## config.mk

```make
export PLATFORM = sky130hd
export DESIGN_NAME = spi_master_shifter
export DESIGN_NICKNAME = d
export VERILOG_FILES = /design/src/rtl/spi_master_shifter_pkg.sv /design/src/rtl/spi_master_shifter_half_tick.sv /design/src/rtl/spi_master_shifter.sv
export SDC_FILE = /design/constraint.sdc
export NUM_CORES = 1
export LEC_CHECK = 0
export ABC_CLOCK_PERIOD_IN_PS = 4200
export CORE_ASPECT_RATIO = 1.25
export CORE_MARGIN = 2
export CORE_UTILIZATION = 50
export DETAILED_ROUTE_END_ITERATION = 8
export GPL_ROUTABILITY_DRIVEN = 0
export PLACE_DENSITY = 0.75
export SYNTH_ARGS = -nofsm -noshare
export SYNTH_HDL_FRONTEND = slang
export SYNTH_SLANG_ARGS = --single-unit
```

## constraint.sdc

```tcl
create_clock -name clk -period 4.2 [get_ports clk]
set_input_delay 0.42 -clock clk [delete_from_list [all_inputs] [get_ports clk]]
set_output_delay 0.42 -clock clk [all_outputs]
set_load 0.02 [all_outputs]
```

## src/rtl/spi_master_shifter_pkg.sv

```systemverilog
// Shared types and defaults for the SPI master shift engine.
// Latency: n/a (declarations only).
// Backpressure: n/a.
package spi_master_shifter_pkg;

  // Frame sequencer states.
  typedef enum logic [1:0] {
    ST_IDLE  = 2'd0,
    ST_SETUP = 2'd1,
    ST_SHIFT = 2'd2,
    ST_HOLD  = 2'd3
  } spi_state_t;

  // Default log2 of the longest frame; data ports are 2**LOG bits wide.
  localparam int SPI_MAX_WIDTH_LOG_DEF = 4;
  // Default number of clk cycles per sclk half-period.
  localparam int HALF_DIV_DEF          = 2;

endpackage

```

## src/rtl/spi_master_shifter_half_tick.sv

```systemverilog
// Half-period timebase: pulses tick once every HALF_DIV enabled cycles.
// Latency: first tick HALF_DIV cycles after en rises; counter held at zero while en is low.
// Backpressure: none; free-running while enabled.
//   clk, rst_n : clock, asynchronous active-low reset
//   en         : count enable (low clears the counter)
//   tick       : high on the last cycle of each half-period
module spi_master_shifter_half_tick #(
  parameter int HALF_DIV = 2
) (
  input  logic clk,
  input  logic rst_n,
  input  logic en,
  output logic tick
);

  localparam int CW = (HALF_DIV > 1) ? $clog2(HALF_DIV) : 1;

  logic [CW-1:0] cnt;

  assign tick = en && (cnt == CW'(HALF_DIV - 1));

  always_ff @(posedge clk or negedge rst_n) begin
    if (!rst_n) begin
      cnt <= '0;
    end else if (!en || tick) begin
      cnt <= '0;
    end else begin
      cnt <= cnt + 1'b1;
    end
  end

endmodule

```

## src/rtl/spi_master_shifter.sv

```systemverilog
// Single-frame SPI master: shifts spi_width+1 bits MSB first and returns the received word.
// Latency: accept in cycle 0, rx_valid in cycle 1+(2N+1)*HALF_DIV with N = spi_width+1.
// Backpressure: tx_ready is high only in IDLE; a frame's settings are frozen at accept.
//   clk, rst_n           : clock, asynchronous active-low reset
//   cpol, cpha, spi_width: bus mode and frame length minus one (sampled at accept)
//   tx_valid/tx_ready    : handshake for tx_data
//   rx_valid, rx_data    : one-cycle pulse with right-aligned received bits
//   busy                 : frame in progress
//   sclk, cs_n, mosi     : registered SPI bus outputs; miso: SPI bus input
module spi_master_shifter
  import spi_master_shifter_pkg::*;
#(
  parameter int SPI_MAX_WIDTH_LOG = SPI_MAX_WIDTH_LOG_DEF,
  parameter int HALF_DIV          = HALF_DIV_DEF
) (
  input  logic                            clk,
  input  logic                            rst_n,
  input  logic                            cpol,
  input  logic                            cpha,
  input  logic [SPI_MAX_WIDTH_LOG-1:0]    spi_width,
  input  logic                            tx_valid,
  output logic                            tx_ready,
  input  logic [(1<<SPI_MAX_WIDTH_LOG)-1:0] tx_data,
  output logic                            rx_valid,
  output logic [(1<<SPI_MAX_WIDTH_LOG)-1:0] rx_data,
  output logic                            busy,
  output logic                            sclk,
  output logic                            cs_n,
  output logic                            mosi,
  input  logic                            miso
);

  localparam int W = 1 << SPI_MAX_WIDTH_LOG;

  spi_state_t                   state;
  logic                         cpha_q;
  logic [SPI_MAX_WIDTH_LOG-1:0] width_q;
  logic [SPI_MAX_WIDTH_LOG:0]   edge_cnt;   // sclk edges already issued, 0..2N-1
  logic [W-1:0]                 tx_sr;
  logic [W-1:0]                 rx_sr;
  logic [W-1:0]                 tx_aligned;
  logic                         tick;
  logic                         edge_lead;
  logic                         edge_last;
  logic                         edge_sample;
  logic                         edge_drive;

  spi_master_shifter_half_tick #(
    .HALF_DIV (HALF_DIV)
  ) u_half_tick (
    .clk   (clk),
    .rst_n (rst_n),
    .en    (state != ST_IDLE),
    .tick  (tick)
  );

  assign tx_ready = (state == ST_IDLE);
  assign busy     = (state != ST_IDLE);

  // Left-justify the frame so its first bit sits in the MSB of the shifter:
  // W-1-spi_width equals ~spi_width in LOG bits.
  assign tx_aligned = tx_data << ~spi_width;

  // Even edge counts are leading edges; the final edge is trailing edge N.
  assign edge_lead   = ~edge_cnt[0];
  assign edge_last   = (edge_cnt == {width_q, 1'b1});
  assign edge_sample = edge_lead ^ cpha_q;
  // The non-sampling edges move mosi, except the last trailing edge (cpha=0)
  // and the first leading edge (cpha=1), where the MSB is already on the wire.
  assign edge_drive  = ~edge_sample & ~edge_last & (edge_cnt != '0);

  // sclk keeps no separate polarity copy: it is loaded with cpol at accept and
  // toggles an even number of times, so it returns to the frame's idle level.
  always_ff @(posedge clk or negedge rst_n) begin
    if (!rst_n) begin
      state    <= ST_IDLE;
      sclk     <= 1'b0;
      cs_n     <= 1'b1;
      mosi     <= 1'b0;
      rx_valid <= 1'b0;
      rx_data  <= '0;
      cpha_q   <= 1'b0;
      width_q  <= '0;
      edge_cnt <= '0;
      tx_sr    <= '0;
      rx_sr    <= '0;
    end else begin
      rx_valid <= 1'b0;
      case (state)
        ST_IDLE: begin
          sclk <= cpol;
          cs_n <= 1'b1;
          mosi <= 1'b0;
          if (tx_valid) begin
            state    <= ST_SETUP;
            cs_n     <= 1'b0;
            mosi     <= tx_aligned[W-1];
            tx_sr    <= tx_aligned;
            rx_sr    <= '0;
            edge_cnt <= '0;
            cpha_q   <= cpha;
            width_q  <= spi_width;
          end
        end
        ST_SETUP, ST_SHIFT: begin
          if (tick) begin
            sclk <= ~sclk;
            if (edge_sample) begin
              rx_sr <= {rx_sr[W-2:0], miso};
            end
            if (edge_drive) begin
              mosi  <= tx_sr[W-2];
              tx_sr <= {tx_sr[W-2:0], 1'b0};
            end
            if (edge_last) begin
              state    <= ST_HOLD;
              edge_cnt <= '0;
            end else begin
              state    <= ST_SHIFT;
              edge_cnt <= edge_cnt + 1'b1;
            end
          end
        end
        ST_HOLD: begin
          if (tick) begin
            state    <= ST_IDLE;
            cs_n     <= 1'b1;
            mosi     <= 1'b0;
            rx_valid <= 1'b1;
            rx_data  <= rx_sr;
          end
        end
        default: state <= ST_IDLE;
      endcase
    end
  end

endmodule

```

==> flow_summary.yaml <==
yosys:
  syn-cell-area_sq_mm: 0.00351
  syn-instance-count: 349
  async_reset_ff_share_pct: 100
  synth_nets: 380
  synth-edff-count: 0
  avgSynthCellArea_sq_um: 10.0
  synth_cell_types: 45
  netlist.area_leader.share_pct: 45.0
  ys_warn_count: 0
  yosysTopAreaCell: "dfrtp_1"
  synth_ff_type: "dfrtp_1"
  ys_ff_latch: 64
  synthTopCellsByArea: "dfrtp_1 (45%), mux2_2 (10%), nand2_1 (6.2%)"
  yosysSeqAreaShare_pct: 45.7
layout:
  nets: 421
  syn2layout_area_growth_pct: 20.0
  final_core_util_pct: 61.1
  num_antenna_cells: 0
  fin_cells: 485
  fillCellCount: 620
  final_layout_size_suffix_gt1_share_pct: 15.4
setup_path:
  cp_max_fo: 32
  endpoint_kind: "flop"
  crit_chain: "inv_1 -> ha_1 -> nor2_1 -> a31oi_2 -> o21ai_0"
  startpoint_type: "flop"
  rr_worst_depth: 5
  crit_required_ps: 4370
  path_class: "reg -> reg"
  arrival_ps: 2890
  cpPeakStageDelay_ps: 930
  crit_slowest_cell: "a31oi_2"
pwr:
  seqPwrFrac_pct: 35.3
  p_switching_mw: 1.08
  p_comb_share_pct: 45.2
  p_int_mw: 1.60
  clockPowerShare_pct: 19.5
  p_leak_nw: 1.80
  power.density_mw_per_mm2: 637
  ir_worst_vdd_mv: 0.275
  switching_share_pct: 40.4
status:
  status: "completed"
timing:
  worst_hold_slack_ps: 180
  fin_worst_skew_ps: 7.23
  finalCritPeriodShare_pct: 64.9
  rsz0062_at_grt: "false"
  setup-tns-final_ps: 0
  min_period_ps: 2720
  slew_violations: 0
  slew_headroom_pct: 22.0
  worst_pin_slew_ps: 1170
  maxClockFrequency_ghz: 0.367
  setup_violations: 0
  finalHoldViolCount: 0
die:
  start_util_pct: 50.9
  die_width_microns: 78.9
  fp.dieArea_sq_mm: 0.00770
  die_h_microns: 97.6
  io_pins: 48
  rows: 34
  coreArea_sq_mm: 0.00689
detailed_routing:
  drt-total-wl_microns: 7130
  drtAntennaViolNets: 0
  drc: 0
  drt_pass1_iterations: 4
  drt_first_iter_violations: 129
  viasPerCell: 5.65
  wl_per_cell_microns: 14.7
  vias: 2739
clock_tree:
  ctsHoldBuffers: 0
  insertion_delay_ps: 340
  cts_buffer_depth: 2
  htreeDepth: 3
  clock-sinks: 64
  clkSlewWorstSetupHoldPaths_ps: 70
  cts_root_buf: "clkbuf_8"
  cts_resized: 0
  cts_tree: "yes"
  postCtsSetupBuffers: 0
  cts_buffers: 9
flow_run:
  cap_viol_max_count: 0
worst_hold_path:
  holdCritPathClass: "in -> async"
placement:
  place_inst: 469
  port_buffers: 47
  hpwl_microns: 5230
global_route:
  grt_pass1_wl_microns: 12100
  grt_max_degree: 40
  grt_pass1_vias: 2657
  grt_use_total_pct: 19.9
  overflow: 0
  antenna_found_initial: 0
-- registers in the layout (all words and copies together), names as in the netlist --
register	cells
width_q	4
cs_n	1
rx_data	16
edge_cnt	5
cpha_q	1
u_half_tick.cnt	1
mosi	1
sclk	1
state	2
rx_sr	16
tx_sr	15
rx_valid	1
-- per-stage QoR --
step / total power, mW / setup WS, ps / cell area, sq um
finish: 2.68 / 1480 / 4210
global placement: 2.13 / 1310 / 4010
CTS: 2.70 / 1460 / 4210
floorplan: 1.84 / 2100 / 3510
detailed placement: 2.18 / 1230 / 4010
global route: 2.88 / 1140 / 4210
-- layer usage --
layer	vias up	GRT usage, %	part of all wire [%]
met3	14	4.37	4.7
met1	1314	25.8	45
met4	0	9.15	2.4
met2	85	31.6	48
met5	-	0	0
li1	1326	-	-
-- worst max-delay path: cells and delay by family, from the launching register on --
kind | cells | cell delay [ps]
DFF | 1 | 390
and+or+nand+nor | 1 | 130
AOI/OAI and AO/OA | 2 | 1180
adders and majority gates | 1 | 770
buffers and inverters | 1 | 70
-- placed cells by master, fill, tap and decap left out, types with 3 or more instances in the layout --
master and count:
mux2i_1 12, xor2_1 4, a32oi_1 4, a221oi_1 7, nand3_1 4, ha_1 5
mux2_2 31, o21ai_1 4, nor3_1 4, o21ai_0 26, a21oi_1 12, nor2_1 31
dfrtp_1 63, nand2_1 58, a31oi_1 4, nor2b_1 6, buf_4 3, o22ai_1 5
clkbuf_8 10, mux4_2 7, inv_1 9, xnor2_1 5, nand2b_1 3, clkdlybuf4s50_1 46
nand3b_1 3
-- cell families after synthesis --
| group | synth area share [%] |
|---|---|
| compound gates | 13.6 |
| mux | 18.2 |
| flops | 45.7 |
| buf+inv | 3.92 |
| simple gates | 14.6 |
| fa+ha+maj | 1.78 |
| xor+xnor | 2.25 |
-- path summary, 6_finish.rpt --
path	from	to	slack (ps)
max	state[1]	rx_sr[11]	1480
min	rst_n	rx_sr[14]	180
max reg2reg	state[1]	rx_sr[11]	1480
min reg2reg	rx_sr[15]	rx_sr[15]	480
max in group asynchronous	rst_n	rx_data[3]	3180
min in group clk	rx_sr[15]	rx_sr[15]	480
-- power groups by stage --
stage	Combinational, mW	Clock (mW)	Sequential, mW
2_1_floorplan	0.878	0	0.959
3_3_place_gp	1.18	0	0.948
3_5_place_dp	1.22	0	0.954
4_1_cts	1.22	0.535	0.946
5_1_grt	1.35	0.569	0.967
6_report	1.21	0.523	0.946
-- synth_stat cells, drive strengths merged, types with 2 or more instances --
library cell  number
nor2b              6
a21oi             13
nor3               5
inv                9
dfrtp             63
a32oi              4
xor2               4
xnor2              5
nand3              4
nand2b             3
clkbuf             8
o21ai             30
mux2i             12
a211oi             2
buf               12
a221oi             7
mux2              32
o22ai              5
ha                 5
nor2              31
a31oi              5
o31a               2
mux4               7
nand3b             3
nand2             58
nor4bb             2
-- area by class of cell --
class                           count  area, sq um  share of cell area [%]
Timing Repair Buffer               50          488                    11.6
Clock inverter                      5         56.3                    1.34
Inverter                            9         33.8                   0.803
Multi-Input combinational cell    256         1770                    42.1
Tap cell                           90          113                    2.68
Clock buffer                       11          141                    3.36
Sequential cell                    64         1600                    38.1
(Power assumes the default switching activity.)
